<file path="src/rtl/cpu_timing_pkg.sv">
// Shared types and timing helpers for the 6502 bus timing generator.
// Cycle lengths are counted in 64 MHz system clocks.
package cpu_timing_pkg;

  localparam int SYS_CLOCK_MHZ = 64;
  localparam int TADS_NS_DFLT  = 40;
  localparam int TDSU_NS_DFLT  = 32;

  typedef enum logic [1:0] {
    SPEED_1M     = 2'b00,
    SPEED_2M     = 2'b01,
    SPEED_4M     = 2'b10,
    SPEED_1M_ALT = 2'b11
  } cpu_speed_t;

  typedef enum logic [1:0] {
    CYC_IDLE = 2'd0,
    CYC_CPU  = 2'd1,
    CYC_DMA  = 2'd2
  } bus_cycle_t;

  // Registered output bundle, one bit per strobe/level.
  typedef struct packed {
    logic phi2;
    logic be;
    logic addr_stb;
    logic data_stb;
    logic grant;
    logic dma_stb;
    logic cyc_start;
  } bus_out_t;

  typedef struct packed {
    logic [5:0] last;
    logic [5:0] half;
    logic [5:0] dstb;
  } cyc_const_t;

  // Round to the nearest system clock.
  function automatic int ns_to_cycles(input int ns);
    return (ns * SYS_CLOCK_MHZ + 500) / 1000;
  endfunction

  function automatic cyc_const_t cyc_consts(input cpu_speed_t s, input logic [5:0] margin);
    cyc_const_t c;
    case (s)
      SPEED_2M: begin c.last = 6'd31; c.half = 6'd16; end
      SPEED_4M: begin c.last = 6'd15; c.half = 6'd8;  end
      default:  begin c.last = 6'd63; c.half = 6'd32; end
    endcase
    c.dstb = c.last - margin;
    return c;
  endfunction

endpackage

</file>
<file path="src/rtl/cpu_timing_if.sv">
// Bus-side signals of the timing generator: CPU/DMA controls in, strobes out.
interface cpu_timing_if;
  logic [1:0] cpu_speed_i;
  logic       cpu_en_i;
  logic       dma_req_i;
  logic       dma_grant_o;
  logic       dma_strobe_o;
  logic       cpu_phi2_o;
  logic       cpu_be_o;
  logic       cpu_addr_strobe_o;
  logic       cpu_data_strobe_o;
  logic       cycle_start_o;

  modport master (
    input  cpu_speed_i, cpu_en_i, dma_req_i,
    output dma_grant_o, dma_strobe_o, cpu_phi2_o, cpu_be_o,
           cpu_addr_strobe_o, cpu_data_strobe_o, cycle_start_o
  );

  modport slave (
    output cpu_speed_i, cpu_en_i, dma_req_i,
    input  dma_grant_o, dma_strobe_o, cpu_phi2_o, cpu_be_o,
           cpu_addr_strobe_o, cpu_data_strobe_o, cycle_start_o
  );
endinterface

</file>
<file path="src/rtl/cpu_timing.sv">
// phi2 / bus-enable / strobe generator; DMA cycles replace CPU cycles by
// holding phi2 low for a whole bus cycle (stretched phi1).
module cpu_timing
  import cpu_timing_pkg::*;
#(
  parameter int TADS_NS = TADS_NS_DFLT,
  parameter int TDSU_NS = TDSU_NS_DFLT
) (
  input  logic         sys_clock_i,
  input  logic         sys_reset_ni,
  cpu_timing_if.master bus
);

  localparam int ADDR_CNT = ns_to_cycles(TADS_NS);
  localparam int DSU_CNT  = ns_to_cycles(TDSU_NS);
  localparam logic [5:0] ADDR_POS = 6'(ADDR_CNT);
  localparam logic [5:0] DSU_POS  = 6'(DSU_CNT);

  // Strobes must straddle the phi2 rising edge at the fastest speed (N=16).
  if ((15 - DSU_CNT) <= 8) begin : g_bad_data_strobe
    $error("cpu_timing: data strobe not in phi2-high half at N=16");
  end
  if (ADDR_CNT >= 8) begin : g_bad_addr_strobe
    $error("cpu_timing: address strobe not in phi1 half at N=16");
  end

  logic [5:0] count_q, count_d;
  bus_cycle_t state_q, state_d;
  cpu_speed_t speed_q, speed_d;
  bus_out_t   out_q, out_d;
  cyc_const_t cur, nxt;

  always_ff @(posedge sys_clock_i or negedge sys_reset_ni) begin
    if (!sys_reset_ni) begin
      count_q <= '0;
      state_q <= CYC_IDLE;
      speed_q <= SPEED_1M;
      out_q   <= '0;
    end else begin
      count_q <= count_d;
      state_q <= state_d;
      speed_q <= speed_d;
      out_q   <= out_d;
    end
  end

  // Outputs are decoded from the next count/state so the registered
  // strobes line up with count_q.
  always_comb begin
    cur     = cyc_consts(speed_q, DSU_POS);
    count_d = count_q + 6'd1;
    state_d = state_q;
    speed_d = speed_q;
    if (count_q == cur.last) begin
      count_d = '0;
      speed_d = cpu_speed_t'(bus.cpu_speed_i);
      if (bus.dma_req_i)     state_d = CYC_DMA;
      else if (bus.cpu_en_i) state_d = CYC_CPU;
      else                   state_d = CYC_IDLE;
    end

    nxt             = cyc_consts(speed_d, DSU_POS);
    out_d           = '0;
    out_d.cyc_start = (count_d == 6'd0);
    case (state_d)
      CYC_CPU: begin
        out_d.be       = 1'b1;
        out_d.phi2     = (count_d >= nxt.half);
        out_d.addr_stb = (count_d == ADDR_POS);
        out_d.data_stb = (count_d == nxt.dstb);
      end
      CYC_DMA: begin
        out_d.grant    = 1'b1;
        out_d.dma_stb  = (count_d == nxt.dstb);
      end
      default: begin
        out_d.be       = 1'b1;
      end
    endcase
  end

  assign bus.cpu_phi2_o        = out_q.phi2;
  assign bus.cpu_be_o          = out_q.be;
  assign bus.cpu_addr_strobe_o = out_q.addr_stb;
  assign bus.cpu_data_strobe_o = out_q.data_stb;
  assign bus.dma_grant_o       = out_q.grant;
  assign bus.dma_strobe_o      = out_q.dma_stb;
  assign bus.cycle_start_o     = out_q.cyc_start;

endmodule
</file>
<file path="src/flat_wrapper.sv">
// flat-port wrapper written by rule: the top's interface ports become plain ports
module cpu_timing_flat import cpu_timing_pkg::*;
#(
  parameter int TADS_NS = TADS_NS_DFLT,
  parameter int TDSU_NS = TDSU_NS_DFLT
)
  (sys_clock_i, sys_reset_ni, bus_cpu_speed_i, bus_cpu_en_i, bus_dma_req_i, bus_dma_grant_o, bus_dma_strobe_o, bus_cpu_phi2_o, bus_cpu_be_o, bus_cpu_addr_strobe_o, bus_cpu_data_strobe_o, bus_cycle_start_o);
  cpu_timing_if bus_i ();
  input  logic sys_clock_i;
  input  logic sys_reset_ni;
  input wire logic [$bits(bus_i.cpu_speed_i)-1:0] bus_cpu_speed_i;
  input wire logic [$bits(bus_i.cpu_en_i)-1:0] bus_cpu_en_i;
  input wire logic [$bits(bus_i.dma_req_i)-1:0] bus_dma_req_i;
  output wire logic [$bits(bus_i.dma_grant_o)-1:0] bus_dma_grant_o;
  output wire logic [$bits(bus_i.dma_strobe_o)-1:0] bus_dma_strobe_o;
  output wire logic [$bits(bus_i.cpu_phi2_o)-1:0] bus_cpu_phi2_o;
  output wire logic [$bits(bus_i.cpu_be_o)-1:0] bus_cpu_be_o;
  output wire logic [$bits(bus_i.cpu_addr_strobe_o)-1:0] bus_cpu_addr_strobe_o;
  output wire logic [$bits(bus_i.cpu_data_strobe_o)-1:0] bus_cpu_data_strobe_o;
  output wire logic [$bits(bus_i.cycle_start_o)-1:0] bus_cycle_start_o;
  assign bus_i.cpu_speed_i = bus_cpu_speed_i;
  assign bus_i.cpu_en_i = bus_cpu_en_i;
  assign bus_i.dma_req_i = bus_dma_req_i;
  assign bus_dma_grant_o = bus_i.dma_grant_o;
  assign bus_dma_strobe_o = bus_i.dma_strobe_o;
  assign bus_cpu_phi2_o = bus_i.cpu_phi2_o;
  assign bus_cpu_be_o = bus_i.cpu_be_o;
  assign bus_cpu_addr_strobe_o = bus_i.cpu_addr_strobe_o;
  assign bus_cpu_data_strobe_o = bus_i.cpu_data_strobe_o;
  assign bus_cycle_start_o = bus_i.cycle_start_o;
  cpu_timing #(.TADS_NS(TADS_NS), .TDSU_NS(TDSU_NS)) u_core (.sys_clock_i(sys_clock_i), .sys_reset_ni(sys_reset_ni), .bus(bus_i));
endmodule
</file>
<file path="config.mk">
export PLATFORM = sky130hd
export DESIGN_NAME = cpu_timing_flat
export DESIGN_NICKNAME = d
export VERILOG_FILES = /design/src/rtl/cpu_timing_pkg.sv /design/src/rtl/cpu_timing_if.sv /design/src/rtl/cpu_timing.sv /design/src/flat_wrapper.sv
export SDC_FILE = /design/constraint.sdc
export NUM_CORES = 1
export LEC_CHECK = 0
export CAP_MARGIN = 20
export CELL_PAD_IN_SITES_DETAIL_PLACEMENT = 1
export CELL_PAD_IN_SITES_GLOBAL_PLACEMENT = 1
export CORE_MARGIN = 2
export CORE_UTILIZATION = 45
export CTS_CLUSTER_DIAMETER = 80
export DETAILED_ROUTE_END_ITERATION = 10
export PLACE_DENSITY = 0.89
export SYNTH_ARGS = -nofsm -noshare
export SYNTH_HDL_FRONTEND = slang
export SYNTH_SLANG_ARGS = --single-unit
</file>
<file path="constraint.sdc">
create_clock -name sys_clock_i -period 4.6 [get_ports sys_clock_i]
set_input_delay 0.92 -clock sys_clock_i [delete_from_list [all_inputs] [get_ports sys_clock_i]]
set_output_delay 0.92 -clock sys_clock_i [all_outputs]
set_load 0.03 [all_outputs]
</file>
# After elaboration in Yosys (flattened, before gate mapping)
# Cells that the tools add are included.
[op_classes] n_addsub=2 mul=0 div_mod_pow=0 order_cmp=1 eq_ne=9 shifts=0 n_mux=11 bitwise=0 reduce_logical=1
[ops] cell="$pmux 12 s2" n=2
[ops] cell="$eq 6x6->1" n=2
[ops] cell="$mux 2" n=5
[ops] cell="$add 6x1->6 const B" n=1
[ops] cell="$eq 2x1->1 const B" n=3
[ops] cell="$eq 2x2->1 const B" n=3
[ops] cell="$eq 6x2->1 const B" n=1
[ops] cell="$ge 6x6->1" n=1
[ops] cell="$logic_not 6->1" n=1
[ops] cell="$mux 6" n=1
[ops] cell="$sub 6x2->6 const B" n=1
[ops] cell="$mux 1" n=3
[word_totals] reg_bits=17 latchBits=0 mem_bits_rw=0 rom_bits=0 out_inout_bits=7 wordCells=34 n_memories=0

# Longest topological paths before layout
[depth] ltp_word=9 mapped_depth=13 mapped_depth_nobuf=12

# Worst setup path before layout
# Ideal clock, no wire load.
[synth_timing] path_kind="reg2reg" startpoint="register u_core.speed_q[0]" endpoint="register u_core.out_q (netlist bit u_core.bus.cpu_data_strobe_o)" setup_time_ps=78 arrival_time_ps=2601 required_time_ps=4522 setup_slack_ps=1922 path_stages_with_launch=13 path_buffers=0 path_cell_list="dfrtp_1 > inv_1 > ha_1 > xor2_2 > nor3_4 > mux2_2 > ha_1 > inv_1 > ha_1 > nand2_1 > nor3_1 > nand4b_4 > a21oi_1"
[synth_rtl] item="start, declared" line_no="cpu_timing.sv:29" source="cpu_speed_t speed_q, speed_d;"
[synth_rtl] item="start signal, assigned" line_no="cpu_timing.sv:42" source="speed_q <= speed_d;"
[synth_rtl] item="end signal, assigned" line_no="cpu_timing.sv:43" source="out_q <= out_d;"
[synth_rtl] item="end, declared" line_no="cpu_timing.sv:30" source="bus_out_t out_q, out_d;"

==> summary.md <==
| Metric | Value |
|---|---|
| Status | `completed` |
| CTS Sinks | `17` |
| Layout cell share with drive strength beyond 1 | `12.2%` |
| Buf+Inv Stages, Crit Path | `1` |
| Clk pin slew, worst setup/hold paths | `about 0.1 ns` |
| CP endpoint kind | `register` |
| Initial Utilization | `between 40% and 50%` |
| Setup Viol. Count Final | `0` |
| Die Ht | `a little under 50 um` |
| Synth area leader | `dfrtp_1` |
| Achievable frequency | `roughly 310 MHz` |
| Slew Viols, Final | `0` |
| Area of the multi-input gates | `between 400 and 500 sq um` |
| Syn nets | `100` |
| Final setup slack of the worst path | `roughly 1.3 ns` |
| CP Depth | `11` |
| CP max-delay cell | `nor3_4` |
| Register area | `approximately 430 sq um` |
| Vias | `646` |
| Clk_lat worst skew | `approximately 0.29 ns` |
| MaxCap Viol Count | `0` |
| Fin crit period | `3.28 ns` |
| Leakage power | `slightly below 0.5 nW` |
| RePlAce Congestion | `0.727` |
| Global route overflow | `0` |
| CTS Buffer Depth | `2` |
| Seq/Total Area, Yosys | `a little under half` |
| Setup Slack @ Placement | `1.39 ns` |
| Die W | `49.7 um` |
| TritonCTS Buffers | `3` |
| Die area | `2470 sq um` |
| 1st-iter DRT viols | `8` |
| Post-synth top area share | `between 40% and 50%` |
| VDD IR max | `around 0.13 mV` |
| Final Power | `0.237 mW` |
| Residual DRC | `0` |
| Remaining antenna violation count | `0` |
| Core ar. | `~2000 sq um` |
| Rel. slew slack | `about half` |
| Worst R2R Path Depth | `11` |
| Largest net degree at the start of global routing | `18` |
| Final instance area | `1100 sq um` |
| GRT Overall Usage | `between 10% and 20%` |
| TritonRoute pass-1 iters | `4` |
| Final Hold Fails | `0` |
| Dpl cell area | `approximately 1100 sq um` |
| Clk root buf | `clkbuf_4` |
| Total Wirelength | `roughly 1900 um` |
| CTS Hold Bufs | `0` |
| Row cnt | `16` |
| Worst-path cell chain | `ha_1 -> nand3_2 -> nor3_4 -> mux2_2 -> ha_1 -> inv_1 -> ha_1 -> nand2_1 -> nor3_1 -> nand4b_4 -> a21oi_1` |
| Area delta synth->final | `17.6%` |
| H-tree depth | `1` |
| Slew @ Worst Pin | `approximately 0.74 ns` |
| Post-CTS sizing | `0` |
| Hold Path Depth | `1` |
| Hold Path Class | `register to register` |
| Top cells by area, synth | `dfrtp_1, ha_1, inv_1` |
| Fill cell count | `~230` |
| Yosys Warn Count | `0` |
| Hpwl dp | `1510 um` |
| Startpoint class of the critical path | `register` |
| TritonCTS clock tree | `built` |
| CP max FO | `13` |
| Crit-path leading delay family | `simple AND/OR/NAND/NOR gates` |
| Most frequent CP cell | `ha_1` |
| Critical Path RT | `4.82 ns` |
| Post-layout nets | `roughly 120` |
| Worst Skew | `just under 0.008 ns` |
| Worst setup path class | `register to register` |
| Arr. time, crit path | `around 3.5 ns` |
| Ratio of total power to cell area | `around 210 nW/um^2` |
| Antenna cells | `0` |
| RSZ-0062 raised after global routing | `no` |
| Final TNS setup | `0 ns` |
| Vias in the first global route | `between 600 and 700` |
| Gate Count Post-Synth | `84` |
| Io pins | `13` |
| Initial antenna violation count | `0` |
| Number of vias per cell | `between 5 and 6` |
| Period utilisation layout | `a little under three quarters` |
| Synth Area per Inst | `~11 sq um` |
| Port bufs | `12` |
| Seq cells post-synth | `17` |
| First-pass GRT wire length | `around 3200 um` |
| Slowest Stage Delay on Critical Path | `about 0.54 ns` |
| Post-Syn Area | `roughly 940 sq um` |
| Library cells used by synthesis | `29` |
| Setup bufs post-CTS | `0` |
| Wire per inst | `roughly 15 um` |
[cell usage after synthesis, drive strengths merged]
cell type / count
mux2i: 1
inv: 11
ha: 10
buf: 2
nor2: 5
a21bo: 1
mux2: 1
a31o: 1
and3: 1
a311oi: 1
dfrtp: 17
nand3: 3
nand2: 5
xor2: 4
a21oi: 4
a2bb2oi: 2
a21boi: 1
nor3: 3
o21ai: 1
xnor2: 4
o2111ai: 1
nand4b: 1
o31ai: 2
nor2b: 2
[layout make-up]
class	instances	share of cell area, %
Clock buffer	3	2.04
Clock inverter	1	0.453
Inverter	11	3.74
Multi-Input combinational cell	54	41.3
Sequential cell	17	38.5
Tap cell	27	3.06
Timing Repair Buffer	12	10.9
[power by group]
group,switching (mW),internal [mW]
Combinational,0.00375,0.00394
Clock,0.0474,0.0324
Sequential,0,0.149
[cell families after synthesis]
kind of cell,synth area share (%)
buffers and inverters,6.12
multiplexers,2.26
flip-flops,45.3
XOR/XNOR,8.26
AND/OR/NAND/NOR,14.0
adder cells (fa/ha/maj),13.3
AO/OA/AOI/OAI,10.8
[worst reg2reg max path, cell delays in order (launching register included)]
cell      delay, ns
dfrtp_1        0.43
ha_1           0.28
nand3_2        0.19
nor3_4         0.54
mux2_2         0.44
ha_1           0.29
inv_1          0.04
ha_1           0.28
nand2_1        0.09
nor3_1         0.31
nand4b_4       0.14
a21oi_1        0.18
[state kept, by name (all words and copies together), names as in the netlist]
| signal | cells |
|---|---|
| u_core.speed_q | 2 |
| u_core.count_q | 6 |
| u_core.bus.cpu_addr_strobe_o | 1 |
| u_core.bus.cpu_phi2_o | 1 |
| u_core.bus.cycle_start_o | 1 |
| u_core.bus.cpu_be_o | 1 |
| u_core.bus.dma_grant_o | 1 |
| u_core.bus.cpu_data_strobe_o | 1 |
| u_core.state_q | 2 |
| u_core.bus.dma_strobe_o | 1 |
[per-layer routing]
metal	vias to the layer above	global-route usage [%]	wire, um
li1	310	-	-
met1	307	21.1	793
met2	24	31.8	998
met3	5	3.03	95
met4	0	7.87	31
met5	-	0	0
[layout by cell type (no fill, tap or decap), types with 3 or more instances in the layout]
| master | count |
|---|---|
| a21oi_1 | 4 |
| clkbuf_4 | 3 |
| clkdlybuf4s50_1 | 12 |
| dfrtp_1 | 17 |
| ha_1 | 10 |
| inv_1 | 11 |
| nand2_1 | 5 |
| nor2_1 | 5 |
| xnor2_1 | 4 |
| xor2_1 | 3 |
[stage by stage]
stage / utilization (%) / hold slack (ns) / std cells
CTS: 56.3 / 0.516 / 125
finish: 56.3 / 0.516 / 125
global placement: 54.9 / 0.495 / 121
floorplan: - / 0.462 / 84
global route: 56.3 / 0.548 / 125
detailed placement: 54.9 / 0.497 / 121
[path summary, 6_finish.rpt]
path | from | end | slack [ns]
worst max-delay path | u_core.count_q[1] | u_core.bus.dma_strobe_o | 1.32
worst min-delay path | u_core.count_q[0] | u_core.count_q[0] | 0.52
worst max register to register | u_core.count_q[1] | u_core.bus.dma_strobe_o | 1.32
worst min register to register | u_core.count_q[0] | u_core.count_q[0] | 0.52
max in group asynchronous | sys_reset_ni | u_core.speed_q[1] | 3.08
min in group asynchronous | sys_reset_ni | u_core.count_q[2] | 1.05
Power figures use the tool's default switching activity.
